==> src/rtl/riscv_pkg.sv <==
// rtl/riscv_pkg.sv - shared constants and helpers for the instruction-fetch stage
//
// Purpose: default address width, the canonical NOP encoding substituted for
// faulting fetches, and a constant-foldable ceil(log2) used to size counters.
// Ports: none (package).
package riscv_pkg;

  localparam int unsigned XLEN_DEFAULT = 32;
  localparam logic [31:0] NOP_INSTR    = 32'h0000_0013;

  // ceil(log2(n)); clog2(1) = 0. Loop bound keeps it elaboration-friendly.
  function automatic int unsigned clog2(input int unsigned n);
    int unsigned r;
    r = 0;
    for (int unsigned i = 0; i < 32; i++) begin
      if ((32'd1 << i) < n) r = i + 1;
    end
    return r;
  endfunction

endpackage

==> src/rtl/fetch_fifo.sv <==
// rtl/fetch_fifo.sv - synchronous FIFO with flush and occupancy count
//
// Purpose: generic in-order buffer; used for the outstanding-PC tags and for
// the fetch queue toward decode.
// Ports:
//   clk, rst      clock / asynchronous active-high reset
//   flush         empties the FIFO; wins over push and pop
//   push_i        write push_data_i (ignored when full unless popping)
//   pop_i         remove head (ignored when empty)
//   pop_data_o    head entry (undefined when empty)
//   count_o       number of stored entries, 0..DEPTH
module fetch_fifo
  import riscv_pkg::*;
#(
  parameter type         T     = logic,
  parameter int unsigned DEPTH = 4,
  localparam int unsigned AW   = clog2(DEPTH),
  localparam int unsigned CW   = clog2(DEPTH + 1)
) (
  input  logic          clk,
  input  logic          rst,
  input  logic          flush,
  input  logic          push_i,
  input  T              push_data_i,
  input  logic          pop_i,
  output T              pop_data_o,
  output logic [CW-1:0] count_o
);

  T              mem_q [DEPTH];
  logic [AW-1:0] wr_q, wr_d, rd_q, rd_d;
  logic [CW-1:0] cnt_q, cnt_d;
  logic          do_push, do_pop;

  always_comb begin
    do_pop  = pop_i && (cnt_q != '0);
    do_push = push_i && ((cnt_q != CW'(DEPTH)) || do_pop);
    wr_d    = wr_q;
    rd_d    = rd_q;
    cnt_d   = cnt_q;
    if (flush) begin
      wr_d  = '0;
      rd_d  = '0;
      cnt_d = '0;
    end else begin
      // DEPTH is a power of two, so the pointers wrap naturally.
      if (do_push) wr_d = wr_q + AW'(1);
      if (do_pop)  rd_d = rd_q + AW'(1);
      cnt_d = cnt_q + CW'(do_push) - CW'(do_pop);
    end
  end

  always_ff @(posedge clk or posedge rst) begin
    if (rst) begin
      wr_q  <= '0;
      rd_q  <= '0;
      cnt_q <= '0;
    end else begin
      wr_q  <= wr_d;
      rd_q  <= rd_d;
      cnt_q <= cnt_d;
    end
  end

  // Storage carries no reset; readers qualify the head with count_o.
  always_ff @(posedge clk) begin
    if (do_push && !flush) mem_q[wr_q] <= push_data_i;
  end

  assign pop_data_o = mem_q[rd_q];
  assign count_o    = cnt_q;

endmodule

==> src/rtl/if_fetch_unit.sv <==
// rtl/if_fetch_unit.sv - instruction-fetch stage with variable-latency memory port
//
// Purpose: holds the PC, issues in-order fetches, pairs responses with their
// PCs and queues {pc, instr, fault} toward decode. Redirects flush all work
// and silently drop responses still owed for the old stream.
// Ports:
//   clk, rst                          clock / asynchronous active-high reset
//   redirect_valid_i, redirect_pc_i   load new PC (low two bits cleared), flush
//   imem_req_valid_o/ready_i/addr_o   fetch request handshake
//   imem_rsp_valid_i/data_i/err_i     in-order fetch response
//   if_valid_o, id_ready_i            decode handshake
//   pc_o, instr_o, fault_o            head entry (NOP substituted on fault)
module if_fetch_unit
  import riscv_pkg::*;
#(
  parameter int unsigned     XLEN       = XLEN_DEFAULT,
  parameter logic [XLEN-1:0] RESET_PC   = '0,
  parameter int unsigned     FBUF_DEPTH = 4
) (
  input  logic            clk,
  input  logic            rst,
  input  logic            redirect_valid_i,
  input  logic [XLEN-1:0] redirect_pc_i,
  output logic            imem_req_valid_o,
  input  logic            imem_req_ready_i,
  output logic [XLEN-1:0] imem_req_addr_o,
  input  logic            imem_rsp_valid_i,
  input  logic [31:0]     imem_rsp_data_i,
  input  logic            imem_rsp_err_i,
  output logic            if_valid_o,
  input  logic            id_ready_i,
  output logic [XLEN-1:0] pc_o,
  output logic [31:0]     instr_o,
  output logic            fault_o
);

  localparam int unsigned CW = clog2(FBUF_DEPTH + 1);
  localparam int unsigned SW = CW + 2;

  typedef struct packed {
    logic [XLEN-1:0] pc;
    logic [31:0]     instr;
    logic            fault;
  } fetch_entry_t;

  logic            rst_q;
  logic [XLEN-1:0] pc_q, pc_d;
  logic [CW-1:0]   inflight_q, inflight_d;
  logic [CW-1:0]   drop_q, drop_d;
  logic [CW-1:0]   tag_count, q_count;
  logic [XLEN-1:0] tag_head;
  fetch_entry_t    q_head, q_push_data;
  logic [SW-1:0]   credit_used;
  logic            req_fire, rsp_drop, rsp_take, q_pop;

  assign if_valid_o      = (q_count != '0);
  assign imem_req_addr_o = pc_q;

  always_comb begin
    // Credits come from registered state only, so the request never depends
    // combinationally on decode readiness or memory responses.
    credit_used      = SW'(inflight_q) + SW'(drop_q) + SW'(q_count);
    imem_req_valid_o = !rst_q && !redirect_valid_i && (credit_used < SW'(FBUF_DEPTH));
    req_fire         = imem_req_valid_o && imem_req_ready_i;
    rsp_drop         = imem_rsp_valid_i && (drop_q != '0);
    rsp_take         = imem_rsp_valid_i && (drop_q == '0) && (inflight_q != '0);
    q_pop            = if_valid_o && id_ready_i && !redirect_valid_i;

    q_push_data.pc    = tag_head;
    q_push_data.instr = imem_rsp_err_i ? NOP_INSTR : imem_rsp_data_i;
    q_push_data.fault = imem_rsp_err_i;

    pc_d       = pc_q;
    inflight_d = inflight_q;
    drop_d     = drop_q;
    if (redirect_valid_i) begin
      pc_d       = redirect_pc_i & ~XLEN'(3);
      inflight_d = '0;
      // Everything still owed by memory becomes junk; a response arriving
      // this very cycle settles one of those debts already.
      drop_d     = drop_q + inflight_q - CW'(rsp_drop || rsp_take);
    end else begin
      if (req_fire) pc_d = pc_q + XLEN'(4);
      inflight_d = inflight_q + CW'(req_fire) - CW'(rsp_take);
      if (rsp_drop) drop_d = drop_q - CW'(1);
    end
  end

  always_ff @(posedge clk or posedge rst) begin
    if (rst) begin
      rst_q      <= 1'b1;
      pc_q       <= RESET_PC;
      inflight_q <= '0;
      drop_q     <= '0;
    end else begin
      rst_q      <= 1'b0;
      pc_q       <= pc_d;
      inflight_q <= inflight_d;
      drop_q     <= drop_d;
    end
  end

  fetch_fifo #(.T(logic [XLEN-1:0]), .DEPTH(FBUF_DEPTH)) u_tag_fifo (
    .clk         (clk),
    .rst         (rst),
    .flush       (redirect_valid_i),
    .push_i      (req_fire),
    .push_data_i (pc_q),
    .pop_i       (rsp_take),
    .pop_data_o  (tag_head),
    .count_o     (tag_count)
  );

  fetch_fifo #(.T(fetch_entry_t), .DEPTH(FBUF_DEPTH)) u_fetch_queue (
    .clk         (clk),
    .rst         (rst),
    .flush       (redirect_valid_i),
    .push_i      (rsp_take),
    .push_data_i (q_push_data),
    .pop_i       (q_pop),
    .pop_data_o  (q_head),
    .count_o     (q_count)
  );

  // Queue storage is unreset, so present reset-like values whenever empty.
  assign pc_o    = if_valid_o ? q_head.pc    : '0;
  assign instr_o = if_valid_o ? q_head.instr : NOP_INSTR;
  assign fault_o = if_valid_o && q_head.fault;

  a_rsp_expected: assert property (@(posedge clk) disable iff (rst)
    imem_rsp_valid_i |-> (inflight_q != '0 || drop_q != '0));

  a_tag_tracks_inflight: assert property (@(posedge clk) disable iff (rst)
    tag_count == inflight_q);

  a_req_held_stable: assert property (@(posedge clk) disable iff (rst)
    (imem_req_valid_o && !imem_req_ready_i) |=>
      (redirect_valid_i || (imem_req_valid_o && imem_req_addr_o == $past(imem_req_addr_o))));

endmodule

==> config.mk <==
export PLATFORM = sky130hd
export DESIGN_NAME = if_fetch_unit
export DESIGN_NICKNAME = d
export VERILOG_FILES = /design/src/rtl/riscv_pkg.sv /design/src/rtl/fetch_fifo.sv /design/src/rtl/if_fetch_unit.sv
export SDC_FILE = /design/constraint.sdc
export NUM_CORES = 1
export LEC_CHECK = 0
export ABC_AREA = 1
export CORE_MARGIN = 5
export CORE_UTILIZATION = 50
export DETAILED_ROUTE_END_ITERATION = 8
export PLACE_DENSITY = 0.74
export SETUP_SLACK_MARGIN = 0.3
export SLEW_MARGIN = 5
export SYNTH_ARGS = -nofsm -noshare
export SYNTH_HDL_FRONTEND = slang
export SYNTH_HIERARCHICAL = 1
export SYNTH_SLANG_ARGS = --single-unit
export TNS_END_PERCENT = 100
==> constraint.sdc <==
create_clock -name clk -period 4.7 [get_ports clk]
set_input_delay 0.94 -clock clk [delete_from_list [all_inputs] [get_ports clk]]
set_output_delay 0.94 -clock clk [all_outputs]
set_load 0.02 [all_outputs]
==> results.tsv <==
stage	metric	value	unit
status	status	complete, no violations	
floorplan	die_height	206	um
clock_tree	clockRootBuffer	clkbuf_16	
timing	setup_viol	0	
clock_tree	htree_levels	2	
power	ir_drop	0.000267	V
run	max_cap_violations	0	
power	p_leak	8.49	nW
placed_design	dpl.hpwl	25900	um
min_path	worstHoldEndpoint	u_fetch_queue/wr_q[0]$_DFFE_PP0P_	
floorplan	rows	72	
critical_path	end_kind	primary output	
drt	wl_met1	18200	um
global_route	grtUsageTotal	20.0	%
global_route	first_global_vias	13000	
placed_design	io_buffers	165	
drt	wl_per_cell	17.6	um
synth	avgSynthCellArea	11.2	sq um
timing	tightest_slew	1130	ps
placed_design	globalplace.congestion	0.927	
clock_tree	cts_sinks	439	
layout	multiInputGateArea	5180	sq um
drt	dr.pass1.iters	5	
drt	dr_wl_met2	20700	um
clock_tree	clock_latency	540	ps
timing	max_freq	0.242	GHz
critical_path	cp_slowest_stage_delay	600	ps
critical_path	reg2reg_slack	990	ps
synth	yosys.cell_types.count	41	
layout	area_growth	18.3	%
floorplan	die_w	206	um
floorplan	io_pins	170	
synth	netlist_area	19300	sq um
critical_path	cp.required	3760	ps
timing	rsz0062_at_grt	false	
min_path	hold_path.startpoint	u_fetch_queue/wr_q[0]$_DFFE_PP0P_	
global_route	grt_pass1_wl	68100	um
timing	skew	25.1	ps
synth	yosys_register_bits	439	
timing	period_share	88.0	%
min_path	hp-class	flop to flop	
drt	ant_nets	0	
min_path	hold_depth	2	
clock_tree	cts_setup_buffers	0	
drt	highest_layer	met4	
critical_path	cp-start-kind	flop	
critical_path	worstRegToRegCells	12	
timing	relSlewSlack	24.4	%
clock_tree	numCtsBuffers	45	
drt	vias	13000	
power	fin_total_pwr	0.00900	W
critical_path	worst_ep_arrival_time	3200	ps
drt	wl	42800	um
timing	finalHoldViolCount	0	
floorplan	initial_core_util	50.2	%
critical_path	r2r_end	u_tag_fifo/mem_q[2][10]$_DFFE_PP_	
clock_tree	clk_pin_slew	60	ps
critical_path	critPathLaunch	inflight_q[1]$_DFF_PP0_	
critical_path	rr_startpoint	inflight_q[1]$_DFF_PP0_	
critical_path	path_cells	inv_1 > fa_1 > a21oi_1 > fa_1 > nor2_1 > nand2_1 > a21oi_2 > nand2_1 > inv_1 > clkdlybuf4s50_1	
drt	drtIter0Drc	868	
critical_path	cp_max_fo	3	
drt	drc_errors	0	
drt	via_per_inst	5.36	
critical_path	crit_type	flop to primary output	
power	p_per_area	395	nW/um^2
layout	fillers	3035	
layout	num-nets-final	1983	
timing	setup_tns	0	ps
floorplan	core	38400	sq um
clock_tree	cts_tree	done	
critical_path	cp_slowest_cell	clkdlybuf4s50_1	
synth	seq_area_frac_synth	67.1	%
timing	min_period	4140	ps
layout	drive_gt1_share	7.88	%
layout	regArea	12900	sq um
synth	syn_inst	1723	
floorplan	dieArea	42600	sq um
global_route	grt_remaining_overflow	0	
synth	yosysWarnings	6	
drt	wl_met3	3110	um
timing	slew_viol_final	0	
clock_tree	cts_max_path_buffers	3	
layout	antenna_cells	0	
global_route	grt_max_degree	132	
global_route	grt_antenna_before_repair	0	
synthesized netlist by cell type, drive strengths merged:
cell	n	area, sq um
edfxtp	388	11700
nor2	363	1440
nand2	208	808
o21ai	207	1040
inv	155	589
o22ai	98	613
nand3	78	413
buf	58	505
dfrtp	50	1250
clkbuf	32	145
ha	21	263
nand3b	13	97.6
nand4	12	75.1
or2	8	50.1
fa	7	140
xnor2	6	52.6
xor2	6	52.6
a21oi	5	28.8
nor3	3	15.0
clkinv	2	7.51
and3	1	6.26
conb	1	3.75
dfstp	1	26.3
layout make-up:
class,instances,area share (%)
Clock buffer,57,5.23
Clock inverter,22,1.15
Sequential cell,439,56.7
Timing Repair Buffer,194,8.72
Inverter,157,2.62
Multi-Input combinational cell,1047,22.7
Tap cell,518,2.84
what timing repair did:
action                     in CTS  in global routing
resized for setup               0                  1
hold buffers                    0                  0
setup endpoints to repair       0                  1
flip-flops by register name, indices dropped and copies added (netlist names):
register / flops
inflight_q: 3
u_fetch_queue/mem_q: 260
u_tag_fifo/count_o: 3
u_tag_fifo/rd_q: 2
u_fetch_queue/count_o: 3
u_tag_fifo/mem_q: 128
rst_q: 1
imem_req_addr_o: 30
u_fetch_queue/rd_q: 2
drop_q: 3
u_tag_fifo/wr_q: 2
u_fetch_queue/wr_q: 2
logic make-up (layout without fill, tap and decap cells):
logic type | count (synthesis) | count (layout) | synth area share, %
compound gates | 310 | 310 | 8.74
xor+xnor | 12 | 12 | 0.545
fa+ha+maj | 28 | 28 | 2.09
buf+inv | 247 | 430 | 6.47
flops | 439 | 439 | 67.1
other cells | 1 | 11 | 0.0195
simple gates | 686 | 686 | 15.1
worst max-delay path by stage:
stage                                          endpoint  slack (ps)  cells after the start
global placement       u_tag_fifo/mem_q[0][0]$_DFFE_PP_         870                     10
CTS                                    imem_req_valid_o         470                     10
finish                                 imem_req_valid_o         560                     10
global route                           imem_req_valid_o         320                     10
detailed placement     u_tag_fifo/mem_q[2][1]$_DFFE_PP_         830                     10
floorplan           u_fetch_queue/mem_q[0][0]$_DFFE_PP_        -560                      9
critical path, delay by kind of cell, from the launching register on:
| family | cells | cell delay (ps) |
|---|---|---|
| compound gates | 2 | 320 |
| simple gates | 3 | 270 |
| flops | 1 | 390 |
| buf+inv | 3 | 760 |
| fa+ha+maj | 2 | 930 |
through the flow:
stage	cell area [sq um]	hold WS (ps)	worst slack [ps]	utilization, %	instances
2_1_floorplan	19300	519	-563	-	1733
3_3_place_gp	21400	539	874	55.6	2355
3_5_place_dp	21400	558	828	55.6	2355
4_1_cts	22800	570	471	59.4	2434
5_1_grt	22800	588	324	59.4	2434
6_report	22800	568	564	59.4	2434
metal layers:
layer  up-vias  track usage [%]
met3        68             2.98
li1       6247                -
met1      6263             27.8
met2       465             33.6
met5         -                0
met4         0             4.59
where the power goes:
group	switching, W	leakage (nW)	total [W]	internal, W
Sequential	0.000197	4.15	0.00459	0.00440
Combinational	0.000534	3.64	0.000921	0.000387
Clock	0.00137	0.697	0.00348	0.00212
Total	0.00210	8.49	0.00900	0.00690
cell usage in the layout, fill, tap and decap left out, drive strengths merged:
| master | netlist | final |
|---|---|---|
| o22ai | 98 | 98 |
| clkinvlp | 0 | 2 |
| nand3b | 13 | 13 |
| buf | 58 | 30 |
| edfxtp | 388 | 388 |
| nand2 | 208 | 208 |
| bufinv | 0 | 6 |
| o21ai | 207 | 207 |
| ha | 21 | 21 |
| clkbuf | 32 | 57 |
| nor3 | 3 | 3 |
| dfrtp | 50 | 50 |
| xnor2 | 6 | 6 |
| or2 | 8 | 8 |
| and3 | 1 | 1 |
| fa | 7 | 7 |
| clkinv | 2 | 16 |
| clkdlybuf4s50 | 0 | 164 |
| nand3 | 78 | 78 |
| nor2 | 363 | 363 |
| xor2 | 6 | 6 |
| nand4 | 12 | 12 |
| a21oi | 5 | 5 |
| dfstp | 1 | 1 |
| inv | 155 | 155 |
| conb | 1 | 11 |
No activity file was read; power rests on OpenSTA's default activity.
